## src/rtl/stack_sequencer_if.sv

```systemverilog
// Request, stack-unit and PC/flags handoff signals of the stack sequencer.
interface stack_sequencer_if;
  logic       call_req;
  logic       ret_req;
  logic       int_req;
  logic       reti_req;
  logic [7:0] call_target;
  logic [7:0] current_pc;
  logic [7:0] flags_in;
  logic       stack_full;
  logic       stack_empty;
  logic [7:0] pop_data;
  logic       pop_valid;
  logic       push_enable;
  logic       pop_enable;
  logic [7:0] push_data;
  logic       busy;
  logic       done;
  logic       pc_load;
  logic [7:0] pc_value;
  logic       flags_load;
  logic [7:0] flags_value;
  logic       fault;
  logic [1:0] fault_code;

  // Requester and stack-unit side.
  modport master (
    output call_req, ret_req, int_req, reti_req, call_target, current_pc, flags_in,
    output stack_full, stack_empty, pop_data, pop_valid,
    input  push_enable, pop_enable, push_data, busy, done, pc_load, pc_value,
    input  flags_load, flags_value, fault, fault_code
  );

  // Sequencer side.
  modport slave (
    input  call_req, ret_req, int_req, reti_req, call_target, current_pc, flags_in,
    input  stack_full, stack_empty, pop_data, pop_valid,
    output push_enable, pop_enable, push_data, busy, done, pc_load, pc_value,
    output flags_load, flags_value, fault, fault_code
  );
endinterface

```

## src/rtl/stack_sequencer.sv

```systemverilog
// Turns CALL/RET/interrupt/RETI requests into push/pop strobes for the stack
// unit, collects popped bytes and hands the CPU a PC (and flags) to load.
// Overflow, underflow and missing pop responses end the sequence with a fault.
module stack_sequencer #(
  parameter logic [7:0]  INT_VECTOR  = 8'hF0,
  parameter int unsigned RET_OFFSET  = 1,
  parameter int unsigned POP_TIMEOUT = 4
) (
  input  logic             clk,
  input  logic             rst,
  stack_sequencer_if.slave bus
);
  localparam int unsigned   CW        = (POP_TIMEOUT > 2) ? $clog2(POP_TIMEOUT) : 1;
  localparam logic [CW-1:0] WAIT_LAST = CW'(POP_TIMEOUT - 1);
  localparam logic [7:0]    RET_ADD   = 8'(RET_OFFSET);

  typedef enum logic [3:0] {
    IDLE, PUSH_A, PUSH_B, POP_A, WAIT_A, POP_B, WAIT_B, FINISH, FAULT
  } state_t;

  typedef enum logic [1:0] {OP_CALL, OP_INT, OP_RET, OP_RETI} op_t;

  state_t        state;
  op_t           op;
  logic [7:0]    addr_q;      // return address to push, or PC popped back
  logic [7:0]    target_q;
  logic [7:0]    flags_q;     // flags to push, or flags popped back
  logic [1:0]    pend_code;
  logic [CW-1:0] wait_cnt;

  logic       push_en_q, pop_en_q, busy_q, done_q, pc_load_q, flags_load_q, fault_q;
  logic [7:0] push_data_q, pc_value_q, flags_value_q;
  logic [1:0] fault_code_q;

  assign bus.push_enable = push_en_q;
  assign bus.pop_enable  = pop_en_q;
  assign bus.push_data   = push_data_q;
  assign bus.busy        = busy_q;
  assign bus.done        = done_q;
  assign bus.pc_load     = pc_load_q;
  assign bus.pc_value    = pc_value_q;
  assign bus.flags_load  = flags_load_q;
  assign bus.flags_value = flags_value_q;
  assign bus.fault       = fault_q;
  assign bus.fault_code  = fault_code_q;

  // Sequencer FSM; every output is registered from the state that decides it,
  // so strobes and busy appear one cycle after that state (busy stays high
  // through the done cycle and drops the cycle after).
  always_ff @(posedge clk or posedge rst) begin
    if (rst) begin
      state         <= IDLE;
      op            <= OP_CALL;
      addr_q        <= '0;
      target_q      <= '0;
      flags_q       <= '0;
      pend_code     <= '0;
      wait_cnt      <= '0;
      push_en_q     <= 1'b0;
      pop_en_q      <= 1'b0;
      push_data_q   <= '0;
      busy_q        <= 1'b0;
      done_q        <= 1'b0;
      pc_load_q     <= 1'b0;
      pc_value_q    <= '0;
      flags_load_q  <= 1'b0;
      flags_value_q <= '0;
      fault_q       <= 1'b0;
      fault_code_q  <= '0;
    end else begin
      push_en_q    <= 1'b0;
      pop_en_q     <= 1'b0;
      done_q       <= 1'b0;
      pc_load_q    <= 1'b0;
      flags_load_q <= 1'b0;
      fault_q      <= 1'b0;
      busy_q       <= (state != IDLE);
      case (state)
        IDLE: begin
          if (bus.int_req || bus.call_req || bus.ret_req || bus.reti_req) begin
            addr_q       <= bus.int_req ? bus.current_pc : bus.current_pc + RET_ADD;
            target_q     <= bus.call_target;
            flags_q      <= bus.flags_in;
            pend_code    <= '0;
            fault_code_q <= '0;
            if (bus.int_req) begin
              op    <= OP_INT;
              state <= PUSH_A;
            end else if (bus.call_req) begin
              op    <= OP_CALL;
              state <= PUSH_A;
            end else if (bus.ret_req) begin
              op    <= OP_RET;
              state <= POP_A;
            end else begin
              op    <= OP_RETI;
              state <= POP_A;
            end
          end
        end
        PUSH_A, PUSH_B: begin
          if (bus.stack_full) begin
            pend_code <= 2'd1;
            state     <= FAULT;
          end else begin
            push_en_q   <= 1'b1;
            push_data_q <= (state == PUSH_A) ? addr_q : flags_q;
            state       <= (state == PUSH_A && op == OP_INT) ? PUSH_B : FINISH;
          end
        end
        POP_A, POP_B: begin
          if (bus.stack_empty) begin
            pend_code <= 2'd2;
            state     <= FAULT;
          end else begin
            pop_en_q <= 1'b1;
            wait_cnt <= '0;
            state    <= (state == POP_A) ? WAIT_A : WAIT_B;
          end
        end
        WAIT_A, WAIT_B: begin
          if (bus.pop_valid) begin
            // RETI pops flags first (pushed last on interrupt entry), then PC.
            if (state == WAIT_A && op == OP_RETI) begin
              flags_q <= bus.pop_data;
              state   <= POP_B;
            end else begin
              addr_q <= bus.pop_data;
              state  <= FINISH;
            end
          end else if (wait_cnt == WAIT_LAST) begin
            pend_code <= 2'd3;
            state     <= FAULT;
          end else begin
            wait_cnt <= wait_cnt + CW'(1);
          end
        end
        FINISH: begin
          done_q    <= 1'b1;
          pc_load_q <= 1'b1;
          case (op)
            OP_CALL: pc_value_q <= target_q;
            OP_INT:  pc_value_q <= INT_VECTOR;
            default: pc_value_q <= addr_q;
          endcase
          if (op == OP_RETI) begin
            flags_load_q  <= 1'b1;
            flags_value_q <= flags_q;
          end
          state <= IDLE;
        end
        FAULT: begin
          done_q       <= 1'b1;
          fault_q      <= 1'b1;
          fault_code_q <= pend_code;
          state        <= IDLE;
        end
        default: state <= IDLE;
      endcase
    end
  end
endmodule

```

## src/flat_wrapper.sv

```systemverilog
// flat-port wrapper written by rule: the top's interface ports become plain ports
module stack_sequencer_flat 
#(
  parameter logic [7:0]  INT_VECTOR  = 8'hF0,
  parameter int unsigned RET_OFFSET  = 1,
  parameter int unsigned POP_TIMEOUT = 4
)
  (clk, rst, bus_call_req, bus_ret_req, bus_int_req, bus_reti_req, bus_call_target, bus_current_pc, bus_flags_in, bus_stack_full, bus_stack_empty, bus_pop_data, bus_pop_valid, bus_push_enable, bus_pop_enable, bus_push_data, bus_busy, bus_done, bus_pc_load, bus_pc_value, bus_flags_load, bus_flags_value, bus_fault, bus_fault_code);
  stack_sequencer_if bus_i ();
  input  logic clk;
  input  logic rst;
  input wire logic [$bits(bus_i.call_req)-1:0] bus_call_req;
  input wire logic [$bits(bus_i.ret_req)-1:0] bus_ret_req;
  input wire logic [$bits(bus_i.int_req)-1:0] bus_int_req;
  input wire logic [$bits(bus_i.reti_req)-1:0] bus_reti_req;
  input wire logic [$bits(bus_i.call_target)-1:0] bus_call_target;
  input wire logic [$bits(bus_i.current_pc)-1:0] bus_current_pc;
  input wire logic [$bits(bus_i.flags_in)-1:0] bus_flags_in;
  input wire logic [$bits(bus_i.stack_full)-1:0] bus_stack_full;
  input wire logic [$bits(bus_i.stack_empty)-1:0] bus_stack_empty;
  input wire logic [$bits(bus_i.pop_data)-1:0] bus_pop_data;
  input wire logic [$bits(bus_i.pop_valid)-1:0] bus_pop_valid;
  output wire logic [$bits(bus_i.push_enable)-1:0] bus_push_enable;
  output wire logic [$bits(bus_i.pop_enable)-1:0] bus_pop_enable;
  output wire logic [$bits(bus_i.push_data)-1:0] bus_push_data;
  output wire logic [$bits(bus_i.busy)-1:0] bus_busy;
  output wire logic [$bits(bus_i.done)-1:0] bus_done;
  output wire logic [$bits(bus_i.pc_load)-1:0] bus_pc_load;
  output wire logic [$bits(bus_i.pc_value)-1:0] bus_pc_value;
  output wire logic [$bits(bus_i.flags_load)-1:0] bus_flags_load;
  output wire logic [$bits(bus_i.flags_value)-1:0] bus_flags_value;
  output wire logic [$bits(bus_i.fault)-1:0] bus_fault;
  output wire logic [$bits(bus_i.fault_code)-1:0] bus_fault_code;
  assign bus_i.call_req = bus_call_req;
  assign bus_i.ret_req = bus_ret_req;
  assign bus_i.int_req = bus_int_req;
  assign bus_i.reti_req = bus_reti_req;
  assign bus_i.call_target = bus_call_target;
  assign bus_i.current_pc = bus_current_pc;
  assign bus_i.flags_in = bus_flags_in;
  assign bus_i.stack_full = bus_stack_full;
  assign bus_i.stack_empty = bus_stack_empty;
  assign bus_i.pop_data = bus_pop_data;
  assign bus_i.pop_valid = bus_pop_valid;
  assign bus_push_enable = bus_i.push_enable;
  assign bus_pop_enable = bus_i.pop_enable;
  assign bus_push_data = bus_i.push_data;
  assign bus_busy = bus_i.busy;
  assign bus_done = bus_i.done;
  assign bus_pc_load = bus_i.pc_load;
  assign bus_pc_value = bus_i.pc_value;
  assign bus_flags_load = bus_i.flags_load;
  assign bus_flags_value = bus_i.flags_value;
  assign bus_fault = bus_i.fault;
  assign bus_fault_code = bus_i.fault_code;
  stack_sequencer #(.INT_VECTOR(INT_VECTOR), .RET_OFFSET(RET_OFFSET), .POP_TIMEOUT(POP_TIMEOUT)) u_core (.clk(clk), .rst(rst), .bus(bus_i));
endmodule
```

## config.mk

```make
export PLATFORM = sky130hd
export DESIGN_NAME = stack_sequencer_flat
export DESIGN_NICKNAME = d
export VERILOG_FILES = /design/src/rtl/stack_sequencer_if.sv /design/src/rtl/stack_sequencer.sv /design/src/flat_wrapper.sv
export SDC_FILE = /design/constraint.sdc
export NUM_CORES = 1
export LEC_CHECK = 0
export ABC_AREA = 1
export BUFFER_PORTS_ARGS = -buffer_cell sky130_fd_sc_hd__buf_2
export CORE_MARGIN = 5
export CORE_UTILIZATION = 35
export CTS_CLUSTER_DIAMETER = 80
export DETAILED_ROUTE_END_ITERATION = 8
export GPL_ROUTABILITY_DRIVEN = 1
export MAX_ROUTING_LAYER = met4
export PLACE_DENSITY_LB_ADDON = 0.08
export SLEW_MARGIN = 5
export SYNTH_ARGS = -nofsm -noshare
export SYNTH_HDL_FRONTEND = slang
export SYNTH_SLANG_ARGS = --single-unit
```

## constraint.sdc

```tcl
create_clock -name clk -period 1.6 [get_ports clk]
set_input_delay 0 -clock clk [delete_from_list [all_inputs] [get_ports clk]]
set_output_delay 0 -clock clk [all_outputs]
set_load 0.03 [all_outputs]
```

==> results of run 1 <==
worst max path at each step:
stage	start	endpoint	slack [ns]	cells after the start
after detailed placement	u_core.state[3]	u_core.pend_code[1]	0.13	9
after CTS	u_core.state[3]	u_core.pend_code[1]	0.10	9
after floorplan	u_core.state[3]	u_core.bus.flags_value[0]	0.29	9
final	u_core.state[3]	u_core.target_q[2]	0.16	7
after global routing	u_core.state[0]	u_core.pend_code[1]	-0.02	8
after global placement	u_core.state[3]	u_core.pend_code[1]	0.14	9
through the flow:
stage               hold WS [ns]  std cells  util (%)  cell area (um^2)
CTS                    0.0002861        620     44.72              4093
floorplan                0.06641        412         -              3247
finish                  0.006667        620     44.84              4104
detailed placement        0.1307        592     40.94              3747
global route             0.01952        620     44.84              4104
global placement          0.1308        592     40.94              3747
kinds of logic after synthesis:
group / synth area share [%]
flip-flops: 51.70
adder cells (fa/ha/maj): 0.7715
buffers and inverters: 6.520
AND/OR/NAND/NOR: 29.24
XOR/XNOR: 0.5402
AO/OA/AOI/OAI: 11.23
final cells by class:
class | count | area [um^2] | share of cell area [%]
clock inverter | 6 | 87.58 | 2.134
tap | 111 | 138.9 | 3.384
multi-input combinational | 295 | 1365 | 33.26
clock buffer | 10 | 137.6 | 3.354
timing repair buffer | 91 | 543.0 | 13.23
sequential | 67 | 1678 | 40.88
inverter | 40 | 153.9 | 3.750
critical path: stages, from the launching register on:
cell	delay, ns
dfrtp_1	0.43
nor2_2	0.21
nand2_2	0.13
inv_2	0.11
nand2_2	0.15
inv_2	0.20
nand2_1	0.07
o21ai_1	0.07
per-layer routing:
layer,vias to the layer above,track usage [%],part of all wire (%)
li1,1496,-,-
met1,1330,22.00,48
met2,54,24.84,47
met3,4,3.825,4.1
met4,0,4.163,0.86
met5,-,-,0
repair_timing:
item | 4_1_cts | 5_1_grt
gates resized for setup | 0 | 3
endpoints found under the hold margin | 79 | 0
hold buffers | 12 | 0
endpoints found under the setup margin | 0 | 6
power breakdown:
part / total, W / switching [W] / internal, W
Sequential: 0.00290 / 0.000457 / 0.00244
Combinational: 0.00372 / 0.00258 / 0.00114
Clock: 0.00162 / 0.000697 / 0.000923
Total: 0.00824 / 0.00373 / 0.00451
sequential cells by signal, indices dropped and copies added (netlist names):
register                count
u_core.pend_code            2
u_core.op                   2
u_core.bus.flags_value      8
u_core.bus.pc_value         8
u_core.bus.push_enable      1
u_core.bus.pc_load          1
u_core.bus.pop_enable       1
u_core.flags_q              8
u_core.bus.done             1
u_core.bus.push_data        8
u_core.addr_q               8
u_core.bus.flags_load       1
u_core.bus.fault_code       2
u_core.wait_cnt             2
u_core.bus.fault            1
u_core.state                4
u_core.bus.busy             1
u_core.target_q             8
cell usage after synthesis (all sizes together):
master / instances
o22ai: 1
clkbuf: 1
a21oi: 21
nor3: 1
xor2: 1
nand4: 4
buf: 9
o21bai: 1
o221ai: 4
or2: 1
dfrtp: 67
ha: 2
nand2: 161
o21ai: 36
nand3b: 1
nor2: 40
xnor2: 1
nand3: 20
inv: 40
==> reports/qor.csv, run 1 <==
metric,value,unit
status,"complete, no violations",
row count,35,
Routed WL per cell,13.65,um
VDD IR max,0.7510,mV
"most common cell after layout, fill and taps aside",nand2_1,
CP required,1.88,ns
"Avg Cell Area, Syn",7.872,um^2
# port buffers,73,
synthesized net count,455,
Cells on Worst Hold Path,5,
power consumption,0.008242,W
Routed WL,8462,um
share of cells above drive strength 1,24.56,%
Max Transition Viols Final,0,
setup total negative slack,0,ns
RSZ-0062 raised after global routing,yes,
leakage,2.285,nW
die height,106.3,um
via count,2884,
post-route setup slack,0.1583,ns
Worst EP arrival,1.72,ns
worst r2r dst,u_core.target_q[2],
post-route minimum period,1.442,ns
# Post-CTS Setup Buffers,0,
DRC Markers,0,
HP Class,in2reg,
largest cells by area after synthesis,"dfrtp_1, nand2_1, nor2_1",
first-pass GRT wire length,14260,um
reg2reg path depth,7,
Worst-Margin Slew,0.3727,ns
First-pass DRT Iterations,4,
pin count of the biggest net entering global routing,68,
Core Box Area,0.009153,mm^2
Clock Tree Root,clkbuf_8,
flop-to-flop setup slack,0.16,ns
htree depth,3,
die width,106.3,um
HPWL after DPL,6345,um
Layout Nets,547,
Die ar.,0.01129,mm^2
Max-Cap Viols,0,
Detail Route Antenna Nets,0,
pwr dens,2008,mW/mm^2
Initial DRC Count,101,
initial antenna violation count,0,
deepest clock path buffer count,2,
CP startpoint kind,register,
"commonest non-fill, non-tap cells in the layout","nand2_1, buf_2, dfrtp_1, nor2_1, inv_1",
Synth top area share,51.70,%
clk sinks,67,
Synth-to-Final Area Change,26.54,%
worst skew pair latency,0.34,ns
Peak Freq,693.6,MHz
Num CTS Buffers,9,
Worst Hold Path EP,u_core.addr_q[3],
Yosys warnings,0,
"area leader, netlist",dfrtp_1,
global route total overflow,0,
fin crit share,90.11,%
mapped cell area,0.003243,mm^2
endpoints failing setup,0,
Antenna diodes,0,
worst min-delay path startpoint,bus_pop_data[3],
final hold violation count,0,
Slew HR,75.16,%
fill count,937,
clock skew,0.01047,ns
Setup CP Type,reg2reg,
GRT Overall Usage,16.30,%
I/O pin total,74,
Synth cell types,28,
Seq cells post-synth,67,
sequential area share after synthesis,51.70,%
drt via density,4.652,
Worst setup EP type,register,
CTS tree,done,
Final GP Congestion,0.9107,
Worst R2R Start,u_core.state[3],
clock slew at reported path FFs,0.08,ns
CP Max Fanout,11,
vias in the first global route,2926,
Initial Util,35.43,%
Mapped Cells,412,
pre-CTS WS,0.1293,ns
No activity file was read; power rests on OpenSTA's default activity.
==> inputs of run 2 (changes only) <==
Settings changed: REMOVE_ABC_BUFFERS set to 1.
==> run 2 against run 1 <==
Setup slack lost 0.040 ns. Core utilization grew 1.1 points. Global-route usage grew 0.34 points. Register-to-register slack lost 0.04 ns. Die area is the same. Via count grew 2.1%. Wire length grew 1.9%. Power grew 1.7%. Largest cell class unchanged. Largest power group unchanged. Highest routed layer unchanged.
==> reports/qor.csv, run 2 (synthesis results as in run 1) <==
metric,value,unit,change
status,"complete, no violations",,
Die ar.,0.01129,mm^2,unchanged
endpoints failing setup,0,,unchanged
global route total overflow,0,,unchanged
via count,2946,,+2.1%
vias in the first global route,2917,,-0.31%
Detail Route Antenna Nets,0,,unchanged
post-route minimum period,1.482,ns,+0.04026 ns
clock skew,0.01025,ns,-0.0002216 ns
CP Max Fanout,3,,-8
"commonest non-fill, non-tap cells in the layout","nand2_1, buf_2, dfrtp_1, nor2_1, inv_1",,
VDD IR max,0.6623,mV,-12%
Layout Nets,555,,+1.5%
flop-to-flop setup slack,0.12,ns,-0.04 ns
clk sinks,67,,unchanged
drt via density,4.691,,+0.85%
Core Box Area,0.009153,mm^2,unchanged
Worst setup EP type,register,,
CP startpoint kind,register,,
CTS tree,done,,
Slew HR,75.60,%,+0.45 points
Setup CP Type,reg2reg,,
Final GP Congestion,0.9051,,-0.61%
# port buffers,73,,unchanged
Initial Util,35.43,%,unchanged
Worst EP arrival,1.71,ns,about the same
Peak Freq,674.8,MHz,-2.7%
initial antenna violation count,0,,unchanged
htree depth,3,,unchanged
DRC Markers,0,,unchanged
final hold violation count,0,,unchanged
Antenna diodes,0,,unchanged
"most common cell after layout, fill and taps aside",nand2_1,,
post-route setup slack,0.1180,ns,-0.04026 ns
GRT Overall Usage,16.64,%,+0.34 points
Initial DRC Count,89,,-12%
Max Transition Viols Final,0,,unchanged
deepest clock path buffer count,2,,unchanged
share of cells above drive strength 1,25.34,%,+0.78 points
row count,35,,unchanged
pin count of the biggest net entering global routing,68,,unchanged
worst skew pair latency,0.34,ns,about the same
first-pass GRT wire length,14470,um,+1.5%
Synth-to-Final Area Change,29.51,%,
Worst-Margin Slew,0.3654,ns,-0.007224 ns
# Post-CTS Setup Buffers,0,,unchanged
HP Class,in2reg,,
Routed WL,8620,um,+1.9%
fin crit share,92.62,%,+2.5 points
die width,106.3,um,unchanged
die height,106.3,um,unchanged
clock slew at reported path FFs,0.07,ns,about the same
leakage,2.327,nW,+1.8%
Routed WL per cell,13.73,um,+0.57%
setup total negative slack,0,ns,unchanged
Clock Tree Root,clkbuf_8,,
I/O pin total,74,,unchanged
First-pass DRT Iterations,4,,unchanged
HPWL after DPL,6302,um,-0.67%
pre-CTS WS,0.1069,ns,-0.02246 ns
CP required,1.83,ns,-0.05 ns
Num CTS Buffers,9,,unchanged
Max-Cap Viols,0,,unchanged
pwr dens,1996,mW/mm^2,-0.61%
[run 2: changes by cell type in the layout (fill, tap and decap cells not counted), sizes merged]
cell         change
dlygate4sd3      +3
buf              +5
clkinv           -1
clkinvlp         +1
[run 2: path summary, 6_finish.rpt]
path | from | to | cells after the start
hold reg to reg | u_core.pend_code[1] | u_core.pend_code[1] | 2
min in group asynchronous | rst | u_core.bus.pc_value[4] | 4
max in group asynchronous | rst | u_core.state[2] | 4
setup reg to reg | u_core.state[0] | u_core.wait_cnt[0] | 9
hold / removal | bus_flags_in[3] | u_core.flags_q[3] | 5
setup / recovery | u_core.state[0] | u_core.wait_cnt[0] | 9
[run 2: per-stage QoR]
| stage | util [%] | cell area (um^2) | cells | hold WS [ns] | total power (W) |
|---|---|---|---|---|---|
| after global routing | 45.89 | 4200 | 628 | 0.02158 | 0.009094 |
| final | 45.89 | 4200 | 628 | 0.01645 | 0.008384 |
| after global placement | 41.59 | 3806 | 597 | 0.1104 | 0.006750 |
| after floorplan | - | 3182 | 402 | 0.06641 | 0.005499 |
| after detailed placement | 41.59 | 3806 | 597 | 0.1121 | 0.006790 |
| after CTS | 45.70 | 4183 | 628 | 0.005129 | 0.008456 |
[run 2: power by group]
part / internal [W] / total [W] / switching, W
Clock: 0.000920 / 0.00160 / 0.000684
Sequential: 0.00244 / 0.00287 / 0.000430
Combinational: 0.00126 / 0.00391 / 0.00264
[run 2: critical path: stages (launching register included)]
cell     delay, ns
dfrtp_1       0.41
inv_2         0.08
nor2_1        0.19
nand2_1       0.11
o21ai_1       0.15
inv_1         0.09
nand2_1       0.12
nand3_1       0.11
nand2_1       0.08
nand2_1       0.05
[run 2: layout make-up]
class	instances	area (um^2)
clock inverters	6	88.84
repair buffers	99	635.6
clock buffers	10	137.6
multi-input cells	295	1370
inverters	40	150.1
flip-flops and latches	67	1679
fillers	946	4952
well taps	111	138.9
[run 2: metal layers]
metal  up-vias  global-route usage, %  share of wire, %
li1       1507                      -                 -
met1      1358                  21.12                45
met2        65                  26.56                48
met3        16                  3.157               4.3
met4         0                  6.105               1.8
met5         -                      -                 0
[run 2: what timing repair did]
action / 4_1_cts / 5_1_grt
hold endpoints to repair: 82 / 0
resized for setup: 0 / 5
hold buffers: 15 / 0
setup endpoints to repair: 0 / 13
